**src/rtl/seven_seg_scan_ctrl.sv**
```systemverilog
// seven_seg_scan_ctrl: time-shares one active-low segment bus between
// NUM_DIGITS digit registers written from the CPU side. Each digit is shown
// for max(div,1) cycles, then a blank gap of GAP_CYCLES cycles follows.
//
// Ports:
//   clk, reset      clock, synchronous active-high reset
//   wr_en           one-cycle register write strobe
//   wr_addr         0..NUM_DIGITS-1 digit regs, 8 ctrl, 9 div low, 10 div high
//   wr_data         write data
//   an              digit selects, active-low, at most one low
//   seg             segments, active-low, bit7 = dp, bits6:0 = gfedcba
//   frame_start     pulse on the first SHOW cycle of digit 0
module seven_seg_scan_ctrl #(
  parameter int NUM_DIGITS  = 4,
  parameter int DIV_WIDTH   = 16,
  parameter int DEFAULT_DIV = 50000,
  parameter int GAP_CYCLES  = 2
) (
  input  logic                  clk,
  input  logic                  reset,
  input  logic                  wr_en,
  input  logic [3:0]            wr_addr,
  input  logic [7:0]            wr_data,
  output logic [NUM_DIGITS-1:0] an,
  output logic [7:0]            seg,
  output logic                  frame_start
);

  localparam int IW = $clog2(NUM_DIGITS);
  localparam int GW = $clog2(GAP_CYCLES + 1);
  localparam int CW = (DIV_WIDTH > GW) ? DIV_WIDTH : GW;
  localparam int EW = (DIV_WIDTH > 16) ? DIV_WIDTH : 16;

  typedef enum logic [1:0] {IDLE, SHOW, GAP} state_t;

  // digit reg: [3:0] hex, [4] dp, [5] blank
  logic [NUM_DIGITS-1:0][5:0] dig_q, dig_d;
  logic                       en_q, en_d;
  logic [DIV_WIDTH-1:0]       div_q, div_d;
  logic [EW-1:0]              div_ext;
  state_t                     state;
  logic [IW-1:0]              idx, idx_inc;
  logic [CW-1:0]              cnt, cnt_load;

  function automatic logic [7:0] seg_of(input logic [5:0] d);
    logic [7:0] r;
    case (d[3:0])
      4'h0: r = 8'hC0; 4'h1: r = 8'hF9; 4'h2: r = 8'hA4; 4'h3: r = 8'hB0;
      4'h4: r = 8'h99; 4'h5: r = 8'h92; 4'h6: r = 8'h82; 4'h7: r = 8'hF8;
      4'h8: r = 8'h80; 4'h9: r = 8'h90; 4'hA: r = 8'h88; 4'hB: r = 8'h83;
      4'hC: r = 8'hC6; 4'hD: r = 8'hA1; 4'hE: r = 8'h86; default: r = 8'h8E;
    endcase
    if (d[4]) r[7] = 1'b0;
    if (d[5]) r = 8'hFF;
    return r;
  endfunction

  function automatic logic [NUM_DIGITS-1:0] sel(input logic [IW-1:0] i);
    return ~(NUM_DIGITS'(1) << i);
  endfunction

  // Register file next values. Digit and enable writes are forwarded into the
  // output/state update so they show up the cycle right after the write.
  always_comb begin
    dig_d   = dig_q;
    en_d    = en_q;
    div_ext = EW'(div_q);
    if (wr_en) begin
      if (wr_addr < 4'(NUM_DIGITS)) dig_d[wr_addr[IW-1:0]] = wr_data[5:0];
      if (wr_addr == 4'd8)  en_d = wr_data[0];
      if (wr_addr == 4'd9)  div_ext[7:0]  = wr_data;
      if (wr_addr == 4'd10) div_ext[15:8] = wr_data;
    end
    div_d    = div_ext[DIV_WIDTH-1:0];
    // dwell load uses the registered div, so a div write lands at the next load
    cnt_load = (div_q == '0) ? '0 : CW'(div_q - 1'b1);
    idx_inc  = (idx == IW'(NUM_DIGITS - 1)) ? '0 : idx + 1'b1;
  end

  always_ff @(posedge clk) begin
    if (reset) begin
      dig_q       <= '0;
      en_q        <= 1'b1;
      div_q       <= DIV_WIDTH'(DEFAULT_DIV);
      state       <= IDLE;
      idx         <= '0;
      cnt         <= '0;
      an          <= '1;
      seg         <= 8'hFF;
      frame_start <= 1'b0;
    end else begin
      dig_q       <= dig_d;
      en_q        <= en_d;
      div_q       <= div_d;
      frame_start <= 1'b0;
      if (!en_d) begin
        // disable overrides whatever transition was due this cycle
        state <= IDLE;
        an    <= '1;
        seg   <= 8'hFF;
      end else begin
        case (state)
          IDLE: begin
            state       <= SHOW;
            idx         <= '0;
            cnt         <= cnt_load;
            an          <= sel('0);
            seg         <= seg_of(dig_d[0]);
            frame_start <= 1'b1;
          end
          SHOW: begin
            if (cnt == '0) begin
              state <= GAP;
              cnt   <= CW'(GAP_CYCLES - 1);
              an    <= '1;
              seg   <= 8'hFF;
            end else begin
              cnt <= cnt - 1'b1;
              seg <= seg_of(dig_d[idx]);
            end
          end
          GAP: begin
            if (cnt == '0) begin
              state       <= SHOW;
              idx         <= idx_inc;
              cnt         <= cnt_load;
              an          <= sel(idx_inc);
              seg         <= seg_of(dig_d[idx_inc]);
              frame_start <= (idx_inc == '0);
            end else begin
              cnt <= cnt - 1'b1;
            end
          end
          default: begin
            state <= IDLE;
            an    <= '1;
            seg   <= 8'hFF;
          end
        endcase
      end
    end
  end

endmodule

```
**config.mk**
```make
export PLATFORM = sky130hd
export DESIGN_NAME = seven_seg_scan_ctrl
export DESIGN_NICKNAME = d
export VERILOG_FILES = /design/src/rtl/seven_seg_scan_ctrl.sv
export SDC_FILE = /design/constraint.sdc
export NUM_CORES = 1
export LEC_CHECK = 0
export BUFFER_PORTS_ARGS = -buffer_cell sky130_fd_sc_hd__buf_2
export CORE_MARGIN = 1
export CORE_UTILIZATION = 50
export DETAILED_ROUTE_END_ITERATION = 6
export MAX_ROUTING_LAYER = met4
export PLACE_DENSITY_LB_ADDON = 0.12
export SKIP_LAST_GASP = 1
export SLEW_MARGIN = 20
export SYNTH_ARGS = -nofsm -noshare
export SYNTH_HDL_FRONTEND = slang
export SYNTH_SLANG_ARGS = --single-unit
```
**constraint.sdc**
```tcl
create_clock -name clk -period 5.4 [get_ports clk]
set_clock_uncertainty 0.1 [all_clocks]
set_input_delay 1.08 -clock clk [delete_from_list [all_inputs] [get_ports clk]]
set_output_delay 1.08 -clock clk [all_outputs]
set_load 0.01 [all_outputs]
```
==> results_dict.tcl <==
set metrics [dict create \
    pre_cts_ws_ns 0.983 \
    cp.arrival_ns 4.23 \
    layout-drive-gt1-share_pct 8.96 \
    post_cts_resized 0 \
    ys.warnings.count 0 \
    period_share_pct 75.5 \
    worst_pin_slew_ns 0.883 \
    leakage_nw 2.22 \
    clock-sinks 74 \
    syn_inst 706 \
    startpoint_type "primary input" \
    postRouteAntennaNets 0 \
    die_w_microns 104 \
    synthToLayoutAreaGrowth_pct 6.46 \
    ys_ff_latch 74 \
    clock-root-buffer "clkbuf_8" \
    rsz0062_at_grt "no" \
    insertion_delay_ns 0.36 \
    power_mw 1.27 \
    hold_viol_final 0 \
    grt_pass1_vias 4810 \
    maxSlewViolCount 0 \
    outcome "finished clean" \
    slew_headroom_pct 40.7 \
    period_needed_ns 4.08 \
    drt-wirelength-per-cell_microns 18.2 \
    cts-hold-fix-buffers 0 \
    clock.fmax_mhz 245 \
    num_io_pins 28 \
    grt_max_degree 63 \
    grt_overflow 0 \
    final_nets 741 \
    cts-htree-levels 3 \
    cpMostUsedCell "inv_1" \
    antenna_found_initial 0 \
    design_area_sq_um 5590 \
    die_area_sq_um 10900 \
    cp-end-kind "flip-flop" \
    grt_pass1_wl_microns 24700 \
    cp_num_cells 12 \
    core_sq_um 10200 \
    clock_path_buffers 2 \
    synth_edf_count 0 \
    drt_iter0_drc 396 \
    cp_max_fo 8 \
    avgSynthCellArea_sq_um 7.43 \
    final.setup.tns_ns 0 \
    gp_congestion 0.910 \
    synthesis.nets 749 \
    synth_seq_area_share_pct 28.2 \
    async_flop_share_pct 0 \
    antenna-diode-count 0 \
    die_h_microns 104 \
    dp.final_hpwl_microns 10900 \
    min_path_type "reg -> reg" \
    p_per_area_nw_per_um2 228 \
    post-cts-setup-buffers 0 \
    path_class "in -> reg" \
    finalWirelength_microns 15300 \
    viasPerCell 6.17 \
    cp_cell_sequence "buf_2 -> or3b_2 -> or3_1 -> o22a_1 -> a22oi_1 -> inv_1 -> ha_1 -> inv_1 -> nor2_1 -> a221o_1 -> a221oi_1 -> a21oi_1" \
    yosys.cell_types.count 66 \
    maxCapViolations 0 \
    cts_tree "done" \
    holdPathStages 2 \
    cp_slowest_cell "or3b_2" \
    rr_worst_depth 12 \
    syn_area_sq_um 5250 \
    cts.clk_slew.worst_paths_ns 0.09 \
    synth_ff_type "dfxtp_1" \
    drt_pass1_iterations 6 \
    start_util_pct 51.3 \
    setup_viol 0 \
    placed_cell_area_sq_um 5400 \
    numCtsBuffers 9 \
    portBuffers 27 \
    cp_num_buf_inv 3 \
    vdd_ir_drop_max_mv 0.130 \
    fin_ws_ns 1.32 \
    cp.required_ns 5.55 \
    vias 5177 \
    cp_top_family "compound AO/OA/AOI/OAI gates" \
    cp_slowest_stage_delay_ns 0.54 \
    track_usage_pct 29.3 \
    drc 0 \
    std_cell_rows 37 \
]
[tightest hold or removal path, delay by kind of cell, from the launching register on]
family	cells	cell delay, ns
compound gates	1	0.05
simple gates	1	0.05
flops	1	0.31
[final timing paths]
kind	start	endpoint	slack [ns]
max	wr_addr[2]	seg[4]	1.32
min	cnt[12]	cnt[12]	0.36
max reg2reg	idx[0]	seg[0]	1.67
min reg2reg	cnt[12]	cnt[12]	0.36
[cell families after synthesis]
family / Yosys count / synth area share (%)
flip-flops: 74 / 28.2
AND/OR/NAND/NOR: 259 / 23.1
XOR/XNOR: 17 / 2.84
adder cells (fa/ha/maj): 28 / 6.68
AO/OA/AOI/OAI: 212 / 26.7
buffers and inverters: 84 / 6.27
multiplexers: 32 / 6.18
[placed cells by master, fill, tap and decap left out, drive strengths merged, types with 3 or more instances in the layout]
master	instances
buf	35
nor3b	5
nand3	9
o22a	4
nor3	30
o21ai	58
clkbuf	12
or3	15
xnor2	12
o32ai	12
a22oi	11
mux2	3
nor2b	6
and3	8
a211oi	12
nand2b	5
or3b	3
nor4	7
or2	3
inv	29
dfxtp	74
nor2	87
and2	3
a21oi	46
o221ai	9
a221oi	5
xor2	5
clkinv	3
o31ai	3
a31oi	9
ha	28
a211o	9
o22ai	9
nand2	69
mux2i	29
[per-stage QoR]
step,utilization (%),hold WS (ns),std cells
2_1_floorplan,-,0.327,706
6_report,54.6,0.355,839
4_1_cts,54.6,0.363,839
5_1_grt,54.6,0.377,839
3_3_place_gp,52.7,0.336,823
3_5_place_dp,52.7,0.352,823
[cells in the mapped netlist (11+ instances only)]
library cell,count,area share [%]
o21ai_0,57,5.4
ha_1,28,6.7
or3_1,15,1.8
nor3_1,30,2.9
o32ai_1,12,2.0
a21oi_1,45,4.3
inv_1,29,2.1
a211oi_1,12,1.7
clkbuf_1,47,3.4
xnor2_1,12,2.0
mux2i_1,29,5.5
a22oi_1,11,1.6
nand2_1,69,4.9
nor2_1,87,6.2
dfxtp_1,74,28
[cell type report]
type / instances / area, sq um
flip-flops and latches: 74 / 1480
multi-input cells: 548 / 3440
repair buffers: 35 / 195
fillers: 1042 / 4650
clock buffers: 12 / 165
well taps: 136 / 170
inverters: 30 / 113
clock inverters: 4 / 25.0
[power breakdown]
group / leakage [nW] / internal, mW / switching, mW / total, mW
sequential: 0.604 / 0.574 / 0.0236 / 0.598
combinational: 1.53 / 0.0926 / 0.160 / 0.252
clock: 0.0944 / 0.203 / 0.221 / 0.424
[per-layer routing]
metal  track usage [%]  up-vias  part of all wire [%]  wire, microns
met5                 -        -                     0              0
met4              11.7        0                   2.3            348
met3              4.70       36                   5.0            762
met2              48.2      165                    48           7340
met1              35.8     2449                    45           6800
li1                  -     2527                     -              -
[flip-flops by register name (all words and copies together), names as in the netlist]
| name | flops |
|---|---|
| div_q | 16 |
| cnt | 16 |
| idx | 2 |
| en_q | 1 |
| seg | 8 |
| state | 2 |
| an | 4 |
| dig_q | 24 |
| frame_start | 1 |
(Power assumes the default switching activity.)
